**config.mk**
```make
export PLATFORM = sky130hd
export DESIGN_NAME = lock_sequencer
export DESIGN_NICKNAME = d
export VERILOG_FILES = /design/src/rtl/lock_sequencer.sv
export SDC_FILE = /design/constraint.sdc
export NUM_CORES = 1
export LEC_CHECK = 0
export ABC_CLOCK_PERIOD_IN_PS = 2400
export CORE_ASPECT_RATIO = 1.25
export CORE_MARGIN = 10
export CORE_UTILIZATION = 45
export DETAILED_ROUTE_END_ITERATION = 6
export GPL_ROUTABILITY_DRIVEN = 1
export PLACE_DENSITY = 0.62
export SYNTH_ARGS = -nofsm -noshare
export SYNTH_HDL_FRONTEND = slang
export SYNTH_SLANG_ARGS = --single-unit
```
**constraint.sdc**
```tcl
create_clock -name clk_i -period 2.4 [get_ports clk_i]
set_input_delay 0.48 -clock clk_i [delete_from_list [all_inputs] [get_ports clk_i]]
set_output_delay 0.48 -clock clk_i [all_outputs]
set_load 0.01 [all_outputs]
```
**src/rtl/lock_sequencer.sv**
```systemverilog
// Keypad door-lock sequencer: entry, verification, unlock hold, door tracking,
// failure lockout and held-open mode, all sharing one down-timer.
module lock_sequencer #(
  parameter int ENTRY_TIMEOUT  = 200,
  parameter int VERIFY_TIMEOUT = 16,
  parameter int UNLOCK_HOLD    = 500,
  parameter int MAX_FAIL       = 3,
  parameter int LOCKOUT_CYCLES = 1000,
  parameter int LONG_PRESS     = 8
) (
  input  logic       clk_i,
  input  logic       reset_n_i,
  input  logic       key_valid_i,
  input  logic       star_i,
  input  logic       hash_i,
  input  logic       correct_i,
  input  logic       wrong_i,
  input  logic       open_button_i,
  input  logic       close_sensor_i,
  output logic       unlock_o,
  output logic       alert_en_o,
  output logic       entry_clear_o,
  output logic       hold_open_o,
  output logic [2:0] fail_cnt_o,
  output logic [2:0] state_o
);

  localparam int M1 = (ENTRY_TIMEOUT > VERIFY_TIMEOUT) ? ENTRY_TIMEOUT : VERIFY_TIMEOUT;
  localparam int M2 = (M1 > UNLOCK_HOLD) ? M1 : UNLOCK_HOLD;
  localparam int M3 = (M2 > LOCKOUT_CYCLES) ? M2 : LOCKOUT_CYCLES;
  localparam int TW = $clog2(M3 + 1);
  localparam int LW = $clog2(LONG_PRESS + 1);

  typedef enum logic [2:0] {
    S_IDLE     = 3'd0,
    S_ENTRY    = 3'd1,
    S_VERIFY   = 3'd2,
    S_UNLOCKED = 3'd3,
    S_OPENED   = 3'd4,
    S_LOCKOUT  = 3'd5,
    S_HELD     = 3'd6
  } state_t;

  state_t          state_q, state_d;
  logic [TW-1:0]   timer_q, timer_d;
  logic [LW-1:0]   lp_cnt_q, lp_cnt_d;
  logic [2:0]      fail_q, fail_d;
  logic            armed_q, armed_d;
  logic            clr_q, clr_d;
  logic            open_prev_q;
  logic            close_prev_q;
  logic            unlock_q;
  logic            alert_q;
  logic            hold_q;

  logic            open_rise;
  logic            close_rise;
  logic            close_fall;
  logic            timer_expire;
  logic            lp_done;
  logic [2:0]      fail_inc;

  function automatic logic unlock_of(input state_t s);
    return (s == S_UNLOCKED) || (s == S_OPENED) || (s == S_HELD);
  endfunction

  assign open_rise    = open_button_i & ~open_prev_q;
  assign close_rise   = close_sensor_i & ~close_prev_q;
  assign close_fall   = ~close_sensor_i & close_prev_q;
  // The cycle that would take the timer to zero is the cycle the timeout fires.
  assign timer_expire = (timer_q <= TW'(1));
  assign fail_inc     = (fail_q >= 3'(MAX_FAIL)) ? 3'(MAX_FAIL) : fail_q + 3'd1;

  always_comb begin
    lp_done  = 1'b0;
    lp_cnt_d = '0;
    if (open_button_i) begin
      if (lp_cnt_q == LW'(LONG_PRESS - 1)) begin
        lp_done = 1'b1;
      end else begin
        lp_cnt_d = lp_cnt_q + 1'b1;
      end
    end
  end

  always_comb begin
    state_d = state_q;
    timer_d = (timer_q != '0) ? timer_q - 1'b1 : '0;
    fail_d  = fail_q;
    armed_d = armed_q;
    clr_d   = 1'b0;
    case (state_q)
      S_IDLE: begin
        if (open_rise) begin
          state_d = S_UNLOCKED;
          timer_d = TW'(UNLOCK_HOLD);
        end else if (key_valid_i) begin
          state_d = S_ENTRY;
          timer_d = TW'(ENTRY_TIMEOUT);
        end
      end
      S_ENTRY: begin
        if (open_rise) begin
          state_d = S_UNLOCKED;
          timer_d = TW'(UNLOCK_HOLD);
          clr_d   = 1'b1;
        end else if (hash_i) begin
          state_d = S_IDLE;
          clr_d   = 1'b1;
        end else if (star_i) begin
          state_d = S_VERIFY;
          timer_d = TW'(VERIFY_TIMEOUT);
        end else if (key_valid_i) begin
          timer_d = TW'(ENTRY_TIMEOUT);
        end else if (timer_expire) begin
          state_d = S_IDLE;
          clr_d   = 1'b1;
        end
      end
      S_VERIFY: begin
        // A simultaneous CORRECT and WRONG is treated as a failure.
        if (correct_i && !wrong_i) begin
          state_d = S_UNLOCKED;
          timer_d = TW'(UNLOCK_HOLD);
          fail_d  = 3'd0;
          clr_d   = 1'b1;
        end else if (wrong_i || timer_expire) begin
          fail_d = fail_inc;
          clr_d  = 1'b1;
          if (fail_inc == 3'(MAX_FAIL)) begin
            state_d = S_LOCKOUT;
            timer_d = TW'(LOCKOUT_CYCLES);
          end else begin
            state_d = S_IDLE;
          end
        end
      end
      S_UNLOCKED: begin
        if (lp_done) begin
          state_d = S_HELD;
          armed_d = 1'b0;
        end else if (close_fall) begin
          state_d = S_OPENED;
        end else if (timer_expire) begin
          state_d = S_IDLE;
        end
      end
      S_OPENED: begin
        if (lp_done) begin
          state_d = S_HELD;
          armed_d = 1'b0;
        end else if (close_rise) begin
          state_d = S_IDLE;
        end
      end
      S_HELD: begin
        // A press still held from entering HELD must be released before it can exit.
        if (!open_button_i) begin
          armed_d = 1'b1;
        end
        if (lp_done && armed_q) begin
          state_d = S_IDLE;
        end
      end
      S_LOCKOUT: begin
        if (open_rise) begin
          state_d = S_UNLOCKED;
          timer_d = TW'(UNLOCK_HOLD);
          fail_d  = 3'd0;
        end else if (timer_expire) begin
          state_d = S_IDLE;
          fail_d  = 3'd0;
        end
      end
      default: begin
        state_d = S_IDLE;
        timer_d = '0;
      end
    endcase
  end

  always_ff @(posedge clk_i) begin
    if (!reset_n_i) begin
      state_q      <= S_IDLE;
      timer_q      <= '0;
      lp_cnt_q     <= '0;
      fail_q       <= 3'd0;
      armed_q      <= 1'b0;
      clr_q        <= 1'b0;
      open_prev_q  <= 1'b0;
      close_prev_q <= 1'b1;
      unlock_q     <= 1'b0;
      alert_q      <= 1'b0;
      hold_q       <= 1'b0;
    end else begin
      state_q      <= state_d;
      timer_q      <= timer_d;
      lp_cnt_q     <= lp_cnt_d;
      fail_q       <= fail_d;
      armed_q      <= armed_d;
      clr_q        <= clr_d;
      open_prev_q  <= open_button_i;
      close_prev_q <= close_sensor_i;
      unlock_q     <= unlock_of(state_d);
      alert_q      <= (state_d == S_LOCKOUT);
      hold_q       <= (state_d == S_HELD);
    end
  end

  assign unlock_o      = unlock_q;
  assign alert_en_o    = alert_q;
  assign entry_clear_o = clr_q;
  assign hold_open_o   = hold_q;
  assign fail_cnt_o    = fail_q;
  assign state_o       = state_q;

endmodule
```
==> key figures <==
Yosys
  – Prevailing post-synth register cell: dfxtp_1
  – EDFF count, synth: 0
  – Synthesized area per cell: ~7.8 µm²
  – Cells taking the most area after synthesis: dfxtp_1, nor2_1, ha_1
  – Seq/Total Area, Yosys: 0.2927
  – Syn nets: 252
  – Share of the synthesized area in the top cell type: 0.2927
  – Synth Register Bits: 27
  – Library cells used by synthesis: 52
  – Largest area contributor in the netlist: dfxtp_1
  – Yosys warning count: 0
  – Top cells by count, synth: dfxtp_1, nor2_1, nand2_1, a21oi_1, inv_1
  – Area of the mapped netlist: 1847 µm²
  – Most frequent cell after synthesis: dfxtp_1
  – Async set-or-reset flop fraction in the synthesized netlist: 0
  – Cells after Synth: 237

Placed design
  – HPWL after detailed placement: around 3900 µm
  – Placed Cells: 312
  – Routability Congestion: 0.9229
  – Port Buffers: 18

GRT
  – Overall Global Routing Usage: 0.1381
  – First-pass GRT wire length: 8273 µm
  – Gr ovfl total: 0
  – Largest net degree at the start of global routing: 20
  – Vias in the first global route: 1720
  – Initial antenna violation count: 0

Pwr
  – Static Leak: 0.8501 nW
  – Pwr Density: 872.1 nW/µm²
  – Worst-case vdd ir drop: about 0.40 mV

Outcome
  – Status: complete, no violations

Flow run
  – Max cap viols: 0

CTS
  – Longest Clk Path Bufs: 2
  – CTS H-Tree Depth: 1
  – Reg clk slew, reported paths: 0.10 ns
  – CTS Root Cell: clkbuf_8
  – Post-CTS Setup Inserts: 0
  – TritonCTS clock tree: done
  – Num CTS Buffers: 3
  – Number of gates resized after CTS: 0
  – CTS Hold Buffers Added: 0
  – TritonCTS Sinks: 27
  – Clk_lat worst skew: 0.28 ns

Floorplan
  – Die area: approximately 7100 µm²
  – # IOs: 19
  – CORE AREA: 4034 µm²
  – Initial Util: 0.4578
  – Die Ht: 91.63 µm
  – Num rows: 26
  – Die width: 77.30 µm

STA
  – Minimum clock period: 2.185 ns
  – Fin crit share: 0.9106
  – RSZ-0062 raised after global routing: false
  – Final hold violation count: 0
  – Worst slew margin: 0.5844
  – Least-Margin Pin Slew: 0.6225 ns
  – Skew final: 0.01022 ns
  – Endpoints failing setup: 0
  – Fin. max-slew vios: 0
  – Max frequency: approximately 460 MHz
  – Setup TNS: 0 ns

Setup path
  – CP startpoint kind: register
  – CP Capture Type: register
  – Worst Path Required: 2.57 ns
  – Critical path data arrival time: about 2.4 ns
  – Kind of critical path: reg2reg
  – Worst-path fanout max: 7

Route
  – Routed vias/inst: 5.750
  – Router iterations before antenna repair: 4
  – Routed wire per std cell: 15.61 µm
  – Routed wire length: between 4000 and 5000 µm
  – Via count: ~1800
  – DRC: 0
  – Drt initial violations: 158
  – Final antenna-violating net count: 0

Finish
  – Fill cells: between 400 and 500
  – Area grow syn2layout: 18.83%
  – # diodes: 0
  – Fin cells: 316
  – Storage cell area: ~540 µm²
  – Layout cells sized above 1: 0.1154
  – Post-layout nets: 276
  – Multi-input combinational cell area: 1211 µm²

Hold path
  – Worst min-delay path category: reg2reg
through the flow:
step	total power [mW]	setup WS [ns]	area (µm²)	utilization	hold slack, ns
6_report	1.914	0.2147	2195	0.5440	0.4604
5_1_grt	2.052	0.1155	2195	0.5440	0.4949
4_1_cts	1.912	0.2364	2195	0.5440	0.4609
3_5_place_dp	1.640	0.1873	2148	0.5326	0.4392
3_3_place_gp	1.637	0.2157	2148	0.5326	0.4317
2_1_floorplan	1.360	0.3121	1847	-	0.4175
cell usage in the layout, fill, tap and decap left out, types with 3 or more instances in the layout:
cell / Yosys / layout
dfxtp_1: 27 / 27
nor2_1: 22 / 22
clkdlybuf4s50_1: 0 / 18
nand2_1: 16 / 16
inv_1: 13 / 13
a21oi_1: 13 / 13
buf_4: 0 / 13
o21ai_0: 12 / 12
nor3_1: 10 / 10
nand2b_1: 8 / 8
o211ai_1: 8 / 8
nor2b_1: 7 / 7
nand3_1: 7 / 7
ha_1: 6 / 6
a31oi_1: 5 / 5
nor4_1: 4 / 4
nor3b_1: 4 / 4
or3b_2: 4 / 4
mux2i_1: 4 / 4
xnor2_1: 3 / 3
a211oi_1: 3 / 3
a21o_1: 3 / 3
o31a_1: 3 / 3
o31ai_1: 3 / 3
xor2_1: 3 / 3
clkbuf_8: 0 / 3
kinds of logic after synthesis:
kind of cell	share of synthesized area
AOI/OAI and AO/OA	0.2791
xor gates and xnor gates	0.02846
adders and majority gates	0.04065
buffers and inverters	0.05149
DFF	0.2927
muxes	0.02168
and+or+nand+nor	0.2859
power breakdown:
group	switching [mW]	internal, mW
sequential	0.131	0.541
clock	0.152	0.117
combinational	0.540	0.432
total	0.824	1.09
worst max-delay path, stage by stage (launching register included):
cell and delay (ns):
dfxtp_1 0.38, ha_1 0.22, ha_1 0.19, a211oi_1 0.24
o21ai_0 0.18, o221a_2 0.34, o21bai_1 0.17, a221o_1 0.34
final timing paths:
path / slack, ns / end / start / cells after the start
max reg2reg: 0.21 / timer_q[6] / fail_cnt_o[0] / 7
max: 0.21 / timer_q[6] / fail_cnt_o[0] / 7
min reg2reg: 0.46 / lp_cnt_q[0] / lp_cnt_q[0] / 1
min: 0.46 / lp_cnt_q[0] / lp_cnt_q[0] / 1
registers in the layout, summed over array words and instances, names as in the netlist:
register       cells
timer_q           10
lp_cnt_q           4
fail_cnt_o         3
state_o            3
alert_en_o         1
armed_q            1
close_prev_q       1
entry_clear_o      1
hold_open_o        1
open_prev_q        1
unlock_o           1
area by class of cell:
class / count / area share
clock buffer: 3 / 0.01881
clock inverter: 1 / 0.002281
inverter: 13 / 0.02223
multi-input combinational: 185 / 0.5519
sequential: 27 / 0.2463
tap: 56 / 0.03193
timing repair buffer: 31 / 0.1266
layer usage:
layer / vias up / part of all wire / routed length, µm / GRT usage
met3: 10 / 0.042 / 207 / 0.02246
met1: 841 / 0.43 / 2144 / 0.1682
met4: 0 / 0.020 / 100 / 0.04726
li1: 918 / - / - / -
met2: 48 / 0.50 / 2478 / 0.2388
met5: - / 0 / 0 / 0
Power figures use the tool's default switching activity.
